File: src/rtl/elbeth_pkg.sv
// Shared definitions for the ELBETH data-memory path: access size encodings,
// the access FSM state type and the byte-lane helpers used by the store side.
package elbeth_pkg;

  localparam logic [1:0] SIZE_BYTE    = 2'b00;
  localparam logic [1:0] SIZE_HALF    = 2'b01;
  localparam logic [1:0] SIZE_WORD    = 2'b10;
  localparam logic [1:0] SIZE_ILLEGAL = 2'b11;

  typedef enum logic [1:0] {
    IDLE   = 2'b00,
    ACCESS = 2'b01,
    RESP   = 2'b10
  } dmem_state_t;

  function automatic logic [3:0] byte_enables(input logic [1:0] size, input logic [1:0] lo);
    logic [3:0] be;
    be = 4'b0000;
    case (size)
      SIZE_BYTE: be = 4'b0001 << lo;
      SIZE_HALF: be = 4'b0011 << {lo[1], 1'b0};
      SIZE_WORD: be = 4'b1111;
      default:   be = 4'b0000;
    endcase
    return be;
  endfunction

  // Sub-word store data is copied to every lane so the byte enables alone pick the target.
  function automatic logic [31:0] replicate_store(input logic [1:0] size, input logic [31:0] w);
    logic [31:0] r;
    r = w;
    case (size)
      SIZE_BYTE: r = {4{w[7:0]}};
      SIZE_HALF: r = {2{w[15:0]}};
      default:   r = w;
    endcase
    return r;
  endfunction

endpackage

File: src/rtl/elbeth_load_extend.sv
// Combinational load lane select with sign/zero extension; shared with the
// writeback mux, so it carries no state of its own.
module elbeth_load_extend
  import elbeth_pkg::*;
(
  input  logic [31:0] word,
  input  logic [1:0]  lane,
  input  logic [1:0]  size,
  input  logic        sign,
  output logic [31:0] data
);

  logic [7:0]  byte_sel;
  logic [15:0] half_sel;

  assign byte_sel = word[{lane, 3'b000} +: 8];
  assign half_sel = word[{lane[1], 4'b0000} +: 16];

  always_comb begin
    data = '0;
    case (size)
      SIZE_BYTE: data = {{24{sign & byte_sel[7]}}, byte_sel};
      SIZE_HALF: data = {{16{sign & half_sel[15]}}, half_sel};
      SIZE_WORD: data = word;
      default:   data = '0;
    endcase
  end

endmodule

File: src/rtl/elbeth_dmem_interface.sv
// ELBETH data-memory access unit: one registered load/store, aligned bus access,
// ready/error handshake with watchdog. Define ELBETH_MISALIGN_TRAP_EN to trap misaligned accesses.
module elbeth_dmem_interface
  import elbeth_pkg::*;
#(
  parameter int TIMEOUT_CYCLES = 255
) (
  input  logic        clk,
  input  logic        rst,
  input  logic        exs_mem_en,
  input  logic        exs_mem_wr,
  input  logic [31:0] exs_addr,
  input  logic [31:0] exs_w_data,
  input  logic [1:0]  exs_data_size,
  input  logic        exs_data_sign,
  output logic        exs_mem_ready,
  output logic        exs_mem_error,
  output logic [31:0] exs_r_data,
  output logic [31:0] dmem_addr,
  output logic        dmem_en,
  output logic [3:0]  dmem_wr,
  output logic [31:0] dmem_w_data,
  input  logic [31:0] dmem_r_data,
  input  logic        dmem_ready,
  input  logic        dmem_error
);

  localparam int WD_W = (TIMEOUT_CYCLES > 1) ? $clog2(TIMEOUT_CYCLES) : 1;

  dmem_state_t state_q, state_d;
  logic [1:0]      lane_q;
  logic [1:0]      size_q;
  logic            sign_q;
  logic            resp_err_q;
  logic [31:0]     rdata_q;
  logic [WD_W-1:0] wd_cnt;
  logic            wd_expire;
  logic            req_legal;
  logic [31:0]     load_data;

  elbeth_load_extend u_load_extend (
    .word (dmem_r_data),
    .lane (lane_q),
    .size (size_q),
    .sign (sign_q),
    .data (load_data)
  );

  assign wd_expire = (TIMEOUT_CYCLES != 0) && (wd_cnt == WD_W'(TIMEOUT_CYCLES - 1));

  always_comb begin
    req_legal = (exs_data_size != SIZE_ILLEGAL);
`ifdef ELBETH_MISALIGN_TRAP_EN
    if (exs_data_size == SIZE_HALF && exs_addr[0])
      req_legal = 1'b0;
    if (exs_data_size == SIZE_WORD && exs_addr[1:0] != 2'b00)
      req_legal = 1'b0;
`endif
  end

  always_ff @(posedge clk) begin
    if (rst)
      state_q <= IDLE;
    else
      state_q <= state_d;
  end

  // Error beats ready, ready beats the watchdog.
  always_comb begin
    state_d = state_q;
    case (state_q)
      IDLE:    if (exs_mem_en) state_d = req_legal ? ACCESS : RESP;
      ACCESS:  if (dmem_error || dmem_ready || wd_expire) state_d = RESP;
      RESP:    state_d = IDLE;
      default: state_d = IDLE;
    endcase
  end

  always_ff @(posedge clk) begin
    if (rst) begin
      lane_q      <= 2'b00;
      size_q      <= SIZE_BYTE;
      sign_q      <= 1'b0;
      resp_err_q  <= 1'b0;
      rdata_q     <= '0;
      wd_cnt      <= '0;
      dmem_en     <= 1'b0;
      dmem_addr   <= '0;
      dmem_wr     <= 4'b0000;
      dmem_w_data <= '0;
    end else begin
      case (state_q)
        IDLE: begin
          if (exs_mem_en) begin
            lane_q     <= exs_addr[1:0];
            size_q     <= exs_data_size;
            sign_q     <= exs_data_sign;
            resp_err_q <= !req_legal;
            rdata_q    <= '0;
            wd_cnt     <= '0;
            if (req_legal) begin
              dmem_en     <= 1'b1;
              dmem_addr   <= {exs_addr[31:2], 2'b00};
              dmem_wr     <= exs_mem_wr ? byte_enables(exs_data_size, exs_addr[1:0]) : 4'b0000;
              dmem_w_data <= replicate_store(exs_data_size, exs_w_data);
            end
          end
        end
        ACCESS: begin
          // Leaving without a clean ready means bus error or watchdog expiry.
          if (state_d != ACCESS) begin
            dmem_en    <= 1'b0;
            dmem_wr    <= 4'b0000;
            resp_err_q <= dmem_error || !dmem_ready;
            rdata_q    <= (dmem_error || !dmem_ready) ? 32'h0 : load_data;
          end else begin
            wd_cnt <= wd_cnt + WD_W'(1);
          end
        end
        default: ;
      endcase
    end
  end

  assign exs_mem_ready = (state_q == RESP);
  assign exs_mem_error = exs_mem_ready & resp_err_q;
  assign exs_r_data    = exs_mem_ready ? rdata_q : 32'h0;

endmodule
File: config.mk
export PLATFORM = sky130hd
export DESIGN_NAME = elbeth_dmem_interface
export DESIGN_NICKNAME = d
export VERILOG_FILES = /design/src/rtl/elbeth_pkg.sv /design/src/rtl/elbeth_load_extend.sv /design/src/rtl/elbeth_dmem_interface.sv
export SDC_FILE = /design/constraint.sdc
export NUM_CORES = 1
export LEC_CHECK = 0
export ABC_AREA = 1
export ABC_CLOCK_PERIOD_IN_PS = 3600
export BUFFER_PORTS_ARGS = -buffer_cell sky130_fd_sc_hd__buf_2
export CAP_MARGIN = 40
export CORE_ASPECT_RATIO = 1.1
export CORE_MARGIN = 2
export CORE_UTILIZATION = 54
export DETAILED_ROUTE_END_ITERATION = 7
export GPL_TIMING_DRIVEN = 0
export PLACE_DENSITY = 0.82
export SLEW_MARGIN = 0
export SYNTH_ARGS = -nofsm -noshare
export SYNTH_HDL_FRONTEND = slang
export SYNTH_SLANG_ARGS = --single-unit
export TNS_END_PERCENT = 20
File: constraint.sdc
create_clock -name clk -period 3.6 [get_ports clk]
set_clock_uncertainty 0.1 [all_clocks]
set_input_delay 0.54 -clock clk [delete_from_list [all_inputs] [get_ports clk]]
set_output_delay 0.54 -clock clk [all_outputs]
set_load 0.1 [all_outputs]
==> flow_summary_export.csv, run 1 <==
group,metric,value,unit
run_status,status,"complete, no violations",
final_layout,fillers,909,
power,power_frac_comb,25.4,%
synth,yosys_register_bits,115,
synth,yosys.area_share.adder,0.4450,%
final_layout,drive_above_1_share,25.92,%
drt,wire_per_inst,14.24,um
setup_path,reg2reg_to,"rdata_q[12]$_SDFFE_PP0P_",
clock_network,cts.reportedPaths.clkPinSlew,0.06,ns
synth,ys_seq_area_share,40.94,%
global_routing,grt_pass1_vias,5893,
final_layout,diodes,0,
power,clkPwrFrac,41.3,%
setup_path,critPathLaunchType,"flop",
synth,yosysUniqueCellTypes,30,
sta,fin_crit,2.716,ns
drt,first_pass_iters,5,
sta,whs,0.2393,ns
synth,async_reset_ff_share,0,%
setup_path,reg2reg_depth,7,
setup_path,crit_fanout,10,
synth,synth_top_flop_cell,"dfxtp_1",
sta,slew_violations,0,
drt,final_antenna_net_count,0,
placement,pre_cts_ws,1.374,ns
clock_network,cts_tree,"yes",
sta,finalCritPeriodShare,75.44,%
clock_network,cts_made_buffers,17,
synth,synth_top_cell_by_area,"dfxtp_1",
clock_network,htree_levels,4,
clock_network,post-cts-setup-buffer-count,0,
synth,syn_area,0.005623,sq mm
drt,routed_via_density,5.217,
synth,synth_common_cells,"nand2_1, nor2_1, dfxtp_1, a21oi_1, o21ai_0",
sta,max_slew_margin,48.30,%
synth,synth_top_cell_area_share,40.94,%
hold_path,hold_end,"dmem_addr[11]$_SDFFE_PP0P_",
synth,synthSimpleGateAreaFrac,31.84,%
sta,final_hold_viol_count,0,
setup_path,crit_type,"flop to primary output",
setup_path,cp.required,2.96,ns
synth,synth_compound_area_share,16.58,%
global_routing,grt_start_max_net_pins,17,
clock_network,clk_latency,0.42,ns
global_routing,grt_pass1_wl,27.61,mm
floorplanning,die_w,101.3,um
sta,tns,0,ns
synth,yosysMostFrequentCell,"nand2_1",
setup_path,r2r-start,"state_q[1]$_SDFF_PP0_",
clock_network,clock_path_buffers,2,
sta,fmax,368.2,MHz
floorplanning,ioPinCount,208,
final_layout,nets,1186,
drt,drt-total-wl,17.30,mm
synth,synthTopCellsByArea,"dfxtp_1, nand2_1, nor2_1, a21oi_1, o21ai_0",
power,powerDensity,568.0,mW/mm^2
synth,synth_top_family_by_area,"simple AND/OR/NAND/NOR gates",
synth,ys.warnings.count,0,
sta,grt_setup_unrepaired,"no",
global_routing,grt-ovfl-total,0,
clock_network,clock-sinks,115,
clock_network,cts_resized,0,
global_routing,antenna_found_initial,1,
setup_path,r2r_setup_slack,1.80,ns
sta,worst_slack,0.8841,ns
synth,synth_edf_count,0,
power,seqPwrFrac,33.3,%
floorplanning,rows,39,
final_layout,areaGrowthSynthToFinish,31.73,%
power,power.share.switching,36.65,%
floorplanning,dieArea,0.01125,sq mm
floorplanning,coreArea,0.01025,sq mm
setup_path,cp-end-kind,"primary output",
job,max_cap_violations,0,
drt,drt-initial-drc-count,339,
power,vdd_ir_drop_max,0.4132,mV
placement,hpwlAfterDp,12.68,mm
floorplanning,fp.dieH,111.0,um
power,internal_power,2.665,mW
hold_path,hp-class,"primary input to flop",
clock_network,holdBufCountCts,0,
drt,drc,0,
synth,synthMuxAreaShare,0,%
placement,portBuffers,203,
synth,synth-xor-area-share,0.3115,%
synth,synth_area_per_cell,6.569,sq um
clock_network,cts_root_buf,"clkbuf_16",
sta,setup_viol,0,
power,p_leak,3.634,nW
drt,vias,6339,
hold_path,hold_path_depth,3,
power,switchingPower,1.542,mW
sta,tightest_slew,0.7695,ns
floorplanning,start_util,54.87,%
hold_path,worstHoldStart,"exs_addr[11]",
synth,syn_inst,856,
placement,place_congestion,0.9341,
global_routing,track_usage,31.19,%
setup_path,crit_arrival,2.08,ns
-- area by class of cell --
| class | count | area (sq um) | area share [%] |
|---|---|---|---|
| multi-input cells | 618 | 2775 | 37.47 |
| plain buffers | 55 | 292.8 | 3.953 |
| well taps | 123 | 153.9 | 2.078 |
| clock inverters | 14 | 178.9 | 2.416 |
| repair buffers | 203 | 1016 | 13.72 |
| clock buffers | 18 | 429.2 | 5.794 |
| flip-flops and latches | 115 | 2302 | 31.08 |
| inverters | 69 | 259.0 | 3.497 |
-- layer usage --
layer	GRT usage, %	part of all wire, %
met1	37.55	40
met2	50.20	47
met3	10.97	9.4
met4	12.79	3.0
met5	0	0.075
-- cells in the final DEF (no fill, tap or decap), types with 3 or more instances in the layout --
cell / netlist / routed
o21ai_0: 74 / 74
a22oi_1: 9 / 9
buf_2: 18 / 221
nor3_1: 3 / 3
a21oi_1: 81 / 81
nor2_1: 136 / 135
a21oi_2: 3 / 3
inv_2: 4 / 4
buf_6: 5 / 5
nand2_2: 3 / 3
clkbuf_1: 20 / 21
nor2_2: 2 / 3
inv_1: 64 / 64
dfxtp_1: 115 / 115
nand2_1: 222 / 222
clkinvlp_4: 0 / 3
buf_4: 7 / 7
nand3_1: 63 / 63
clkinv_4: 0 / 5
a31oi_1: 8 / 8
buf_1: 5 / 5
clkbuf_16: 0 / 17
bufinv_16: 0 / 3
-- power groups by stage --
stage,clock [mW],sequential (mW),combinational (mW)
floorplan,0,1.91,0.335
global placement,0,1.42,1.06
detailed placement,0,1.42,1.06
CTS,1.74,1.40,1.07
global route,1.80,1.41,1.14
finish,1.74,1.40,1.07
-- registers in the layout (all words and copies together) (netlist names) --
signal	cells
size_q	2
wd_cnt	8
dmem_en	1
state_q	2
dmem_wr	4
rdata_q	32
lane_q	2
resp_err_q	1
dmem_addr	30
dmem_w_data	32
sign_q	1
-- worst max-delay path by stage --
stage                                startpoint              to  slack (ns)  cells after the start
after global placement    state_q[1]$_SDFF_PP0_   exs_r_data[3]        1.39                      6
after floorplan           state_q[1]$_SDFF_PP0_  exs_r_data[10]        0.04                      5
after detailed placement  state_q[1]$_SDFF_PP0_   exs_r_data[2]        1.37                      6
after CTS                 state_q[1]$_SDFF_PP0_   exs_r_data[2]        0.90                      6
after global routing      state_q[1]$_SDFF_PP0_   exs_r_data[2]        0.80                      6
final                     state_q[1]$_SDFF_PP0_   exs_r_data[2]        0.88                      6
-- worst max-delay path, cell delays in order (launching register included) --
cell	delay, ns
dfxtp_1	0.32
inv_1	0.06
nor2_2	0.14
inv_1	0.16
buf_1	0.26
nor2_1	0.24
buf_2	0.47
-- per-stage QoR --
stage / total power, mW / area (sq um) / std cells / utilization, %
floorplan: 2.245 / 5629 / 857 / -
global placement: 2.478 / 6799 / 1183 / 66.35
detailed placement: 2.482 / 6799 / 1183 / 66.35
CTS: 4.203 / 7407 / 1215 / 72.28
global route: 4.342 / 7407 / 1215 / 72.28
finish: 4.207 / 7407 / 1215 / 72.28
-- logic make-up (layout without fill, tap and decap cells) --
group | after synthesis | in the layout
AO/OA/AOI/OAI | 177 | 177
AND/OR/NAND/NOR | 435 | 435
other | 1 | 2
XOR/XNOR | 2 | 2
buffers and inverters | 124 | 359
adder cells (fa/ha/maj) | 2 | 2
flip-flops | 115 | 115
Power figures use the tool's default switching activity.
==> run 2, diff against run 1 <==
- ABC_CLOCK_PERIOD_IN_PS: 3600 -> 2400
- CORE_UTILIZATION: 54 -> 45
- PLACE_DENSITY: 0.82 -> 0.73
- clock period: 3.6 -> 2.4 ns (I/O delays scaled with it)
==> run 2 against run 1 <==
  * Clock power rose by 50%
  * Register-to-register slack worse by 1.2 ns
  * Clock-buffer cell count up 1
  * Highest routed layer is now met4
  * Critical endpoint is now exs_r_data[21]
  * Non-clock buffer count did not move
  * First-iteration DRC count decreased by 2.7%
==> flow_summary_export.csv, run 2 (synthesized netlist as in run 1, its figures left out) <==
group,metric,value,unit
drt,vias,6282,
sta,fmax,441.2,MHz
global_routing,grt_start_max_net_pins,17,
setup_path,r2r-start,"size_q[1]$_SDFFE_PP0P_",
floorplanning,ioPinCount,208,
sta,grt_setup_unrepaired,"no",
placement,place_congestion,0.9638,
setup_path,crit_type,"flop to primary output",
job,max_cap_violations,0,
clock_network,cts_made_buffers,17,
power,vdd_ir_drop_max,0.5692,mV
global_routing,antenna_found_initial,1,
drt,routed_via_density,5.038,
placement,hpwlAfterDp,13.47,mm
final_layout,areaGrowthSynthToFinish,38.27,%
setup_path,critPathLaunchType,"flop",
clock_network,htree_levels,4,
placement,portBuffers,203,
power,powerDensity,815.2,mW/mm^2
hold_path,worstHoldStart,"exs_addr[11]",
hold_path,hold_path_depth,3,
setup_path,max_stage_delay,0.32,ns
hold_path,hp-class,"primary input to flop",
global_routing,track_usage,26.49,%
sta,final_hold_viol_count,0,
floorplanning,coreArea,0.01214,sq mm
setup_path,r2r_setup_slack,0.61,ns
final_layout,drive_above_1_share,29.30,%
power,p_leak,3.642,nW
final_layout,nets,1186,
final_layout,reg_top3,"dmem_w_data: 32 flops, rdata_q: 32 flops, dmem_addr: 30 flops",
floorplanning,die_w,110.6,um
drt,drc,0,
floorplanning,start_util,46.32,%
clock_network,clock_path_buffers,2,
run_status,status,"complete, no violations",
setup_path,reg2reg_to,"rdata_q[4]$_SDFFE_PP0P_",
sta,slew_violations,0,
setup_path,cp-end-kind,"primary output",
sta,worst_slack,0.1334,ns
global_routing,grt_pass1_wl,28.49,mm
placement,pre_cts_ws,0.3606,ns
sta,setup_viol,0,
drt,drt-initial-drc-count,330,
clock_network,cts_tree,"yes",
setup_path,crit_arrival,1.81,ns
final_layout,layoutNonFillerInstCount,1247,
drt,wire_per_inst,14.32,um
setup_path,cp_cell_sequence,"inv_1 > nor2_4 > inv_1 > clkbuf_4 > nor2_4 > buf_4",
power,total_power,6.338,mW
clock_network,cts.reportedPaths.clkPinSlew,0.06,ns
setup_path,cp.required,1.94,ns
setup_path,critPathSlowestCell,"dfxtp_1",
floorplanning,rows,42,
drt,final_antenna_net_count,0,
sta,finalCritPeriodShare,94.44,%
drt,drt-total-wl,17.86,mm
placement,placedCellCount,1214,
final_layout,final_common_cell,"nand2_1",
clock_network,clk_latency,0.41,ns
sta,tightest_slew,0.8646,ns
clock_network,post-cts-setup-buffer-count,0,
global_routing,grt-ovfl-total,0,
sta,max_slew_margin,41.91,%
floorplanning,dieArea,0.01341,sq mm
final_layout,layout_common_cells,"nand2_1, buf_2, dfxtp_1",
clock_network,cts_root_buf,"clkbuf_16",
setup_path,reg2reg_depth,5,
sta,fin_crit,2.267,ns
hold_path,hold_end,"dmem_addr[11]$_SDFFE_PP0P_",
global_routing,grt_pass1_vias,5904,
clock_network,clock-sinks,115,
final_layout,final_core_util,64.05,%
floorplanning,fp.dieH,121.2,um
drt,first_pass_iters,5,
setup_path,crit_fanout,10,
[run 2: critical path, delay by kind of cell (launching register included)]
family	cells	cell delay, ns
buffers and inverters	4	0.81
AND/OR/NAND/NOR	2	0.26
flip-flops	1	0.32
[run 2: timing repair]
item | CTS | global route
pin swaps | 0 | 0
endpoints found under the setup margin | 30 | 26
gates resized for setup | 25 | 8
hold buffers | 0 | 0
[run 2: worst max-delay path by stage]
stage                                startpoint  slack, ns  depth (start not counted)             end
after CTS                 state_q[1]$_SDFF_PP0_       0.02                          6  exs_r_data[21]
after floorplan           state_q[1]$_SDFF_PP0_      -0.03                          5  exs_r_data[10]
final                     state_q[1]$_SDFF_PP0_       0.13                          6  exs_r_data[21]
after global placement    state_q[1]$_SDFF_PP0_       0.39                          6   exs_r_data[6]
after detailed placement  state_q[1]$_SDFF_PP0_       0.36                          6   exs_r_data[6]
after global routing      state_q[1]$_SDFF_PP0_       0.02                          6  exs_r_data[21]
[run 2: final cells by class]
cell class	instances	area, sq um
fill	1142	4364
multi-input combinational	618	3013
sequential	115	2302
timing repair buffer	203	1091
clock buffer	19	452.9
buffer	55	304.0
inverter	69	259.0
tap	154	192.7
clock inverter	13	157.7
antenna	1	2.502
[run 2: stage by stage]
step	setup TNS (ns)	hold slack [ns]	instance area, sq um
2_1_floorplan	-0.4782	0.3617	5871
3_3_place_gp	0	0.3481	7079
3_5_place_dp	0	0.3549	7079
4_1_cts	0	0.05959	7752
5_1_grt	0	0.07285	7775
6_report	0	0.06369	7775
[run 2: where the power goes]
part / internal (mW) / switching, mW / total, mW
Combinational: 0.328 / 1.30 / 1.63
Clock: 1.68 / 0.927 / 2.61
Sequential: 2.03 / 0.0669 / 2.10
[run 2: layer usage]
layer / track usage, % / routed length, um / up-vias
li1: - / - / 3191
met1: 30.97 / 7329 / 2798
met2: 45.94 / 8618 / 256
met3: 7.193 / 1433 / 37
met4: 11.17 / 478 / 0
met5: 0 / 0 / -
==> run 3, diff against run 2 <==
- PLACE_DENSITY: 0.73 -> 0.85
==> run 3 against run 2 <==
  * Die area did not move
  * Sequential power about the same
  * Critical path depth unchanged
  * Hold slack gained 0.0022 ns
  * Power fell by 1.2%
  * Clock-buffer cell count is the same
  * Critical path type unchanged
  * Final cell count barely moved
  * Register-to-register slack worse by 0.02 ns
  * Global-route usage is 0.24 points higher
  * Worst setup slack worse by 0.032 ns
  * Via count grew 2.1%
  * Fmax shrank 1.4%
==> flow_summary_export.csv, run 3 (synthesized netlist as in run 1, its figures left out) <==
group,metric,value,unit
run_status,status,"complete, no violations",
drt,final_antenna_net_count,0,
final_layout,final_common_cell,"nand2_1",
final_layout,final_core_util,63.91,%
clock_network,clock_path_buffers,2,
sta,finalCritPeriodShare,95.77,%
clock_network,cts_root_buf,"clkbuf_16",
drt,drt-met1-wl,6.948,mm
final_layout,layout_common_cells,"nand2_1, buf_2, dfxtp_1",
final_layout,nets,1186,
clock_network,clock-sinks,115,
floorplanning,start_util,46.32,%
final_layout,reg_top3,"dmem_w_data: 32 flops, rdata_q: 32 flops, dmem_addr: 30 flops",
sta,max_slew_margin,45.70,%
drt,drt-total-wl,17.98,mm
drt,first_pass_iters,5,
setup_path,cp.required,1.94,ns
sta,fmax,435.1,MHz
placement,hpwlAfterDp,13.76,mm
setup_path,cp-end-kind,"primary output",
setup_path,r2r-start,"state_q[1]$_SDFF_PP0_",
hold_path,hp-class,"primary input to flop",
setup_path,reg2reg_depth,7,
drt,dr_wl_met2,8.861,mm
floorplanning,coreArea,0.01214,sq mm
sta,final_hold_viol_count,0,
final_layout,multiInputGateArea,0.003013,sq mm
placement,pre_cts_ws,0.3844,ns
final_layout,register_area,0.002302,sq mm
global_routing,antenna_found_initial,2,
drt,wire_per_inst,14.41,um
hold_path,hold_path_depth,3,
sta,grt_setup_unrepaired,"no",
final_layout,drive_above_1_share,29.21,%
setup_path,startpoint,"state_q[1]$_SDFF_PP0_",
drt,drc,0,
global_routing,track_usage,26.74,%
power,vdd_ir_drop_max,0.5963,mV
floorplanning,fp.dieH,121.2,um
global_routing,grt_pass1_wl,28.84,mm
placement,place_congestion,0.9379,
clock_network,holdBufCountCts,0,
floorplanning,rows,42,
sta,setup_viol,0,
setup_path,crit_arrival,1.84,ns
power,total_power,6.260,mW
power,powerDensity,806.8,mW/mm^2
clock_network,clk_latency,0.41,ns
drt,routed_via_density,5.137,
global_routing,grt_pass1_vias,6075,
sta,fin_crit,2.299,ns
job,max_cap_violations,0,
floorplanning,die_w,110.6,um
placement,portBuffers,203,
sta,whs,0.06591,ns
setup_path,critPathLaunchType,"flop",
clock_network,post-cts-setup-buffer-count,0,
drt,drt-initial-drc-count,344,
drt,vias,6411,
global_routing,grt-ovfl-total,0,
drt,dr_wl_met3,1.760,mm
setup_path,r2r_setup_slack,0.59,ns
clock_network,cts_tree,"yes",
setup_path,crit_type,"flop to primary output",
sta,worst_slack,0.1015,ns
final_layout,areaGrowthSynthToFinish,37.98,%
clock_network,cts.reportedPaths.clkPinSlew,0.06,ns
clock_network,htree_levels,4,
final_layout,fillers,1100,
hold_path,hold_end,"dmem_addr[17]$_SDFFE_PP0P_",
setup_path,reg2reg_to,"rdata_q[1]$_SDFFE_PP0P_",
hold_path,worstHoldStart,"exs_addr[17]",
floorplanning,ioPinCount,208,
sta,slew_violations,0,
drt,top_layer,"met4",
sta,tightest_slew,0.8084,ns
global_routing,grt_start_max_net_pins,17,
clock_network,cts_made_buffers,17,
power,p_leak,3.636,nW
setup_path,crit_fanout,10,
floorplanning,dieArea,0.01341,sq mm
-- run 3: cell count changes in the layout (fill, tap and decap cells not counted), sizes merged --
cell / previous run / this run
clkinvlp: 4 / 3
bufinv: 3 / 2
clkinv: 6 / 4
diode: 1 / 2
buf: 230 / 235
clkbuf: 47 / 42
inv: 69 / 73
-- run 3: area by class of cell --
cell class                      count  area share, %
Tap cell                          154          2.483
Buffer                             55          3.919
Inverter                           69          3.338
Sequential cell                   115          29.67
Clock inverter                     13          1.919
Multi-Input combinational cell    618          38.83
Timing Repair Buffer              203          14.06
Antenna cell                        2        0.06451
Clock buffer                       19          5.709
-- run 3: routing by layer --
metal,global-route usage [%],up-vias
met4,9.531,0
li1,-,3189
met3,8.492,47
met2,47.85,308
met1,29.97,2867
met5,0,-
-- run 3: report_power, final --
part           total, mW  switching, mW  internal, mW  leakage, nW
clock               2.53          0.960          1.57        0.281
combinational       1.63           1.30         0.328         2.41
sequential          2.10         0.0672          2.03        0.942
-- run 3: critical path: stages, from the launching register on --
cell      delay (ns)
dfxtp_1         0.34
inv_1           0.08
nor2_4          0.12
inv_1           0.15
clkbuf_4        0.31
nor2_4          0.14
buf_4           0.29
-- run 3: stage by stage --
stage                     TNS [ns]  area, sq um  std cells
final                            0         7759       1248
after global routing             0         7759       1248
after CTS                        0         7746       1246
after detailed placement         0         7079       1214
after global placement           0         7079       1214
after floorplan            -0.4782         5871        857
-- run 3: worst max path at each step --
stage,to,slack (ns),cells after the start
2_1_floorplan,exs_r_data[10],-0.03,5
3_3_place_gp,exs_r_data[21],0.42,6
3_5_place_dp,exs_r_data[11],0.38,6
4_1_cts,exs_r_data[11],0.02,6
5_1_grt,exs_r_data[30],0.01,6
6_report,exs_r_data[10],0.10,6
-- run 3: what timing repair did --
action                                  CTS  global route
endpoints found under the setup margin   30            27
gates resized for setup                  30             3
pin swaps                                 0             0
hold endpoints to repair                  0             0
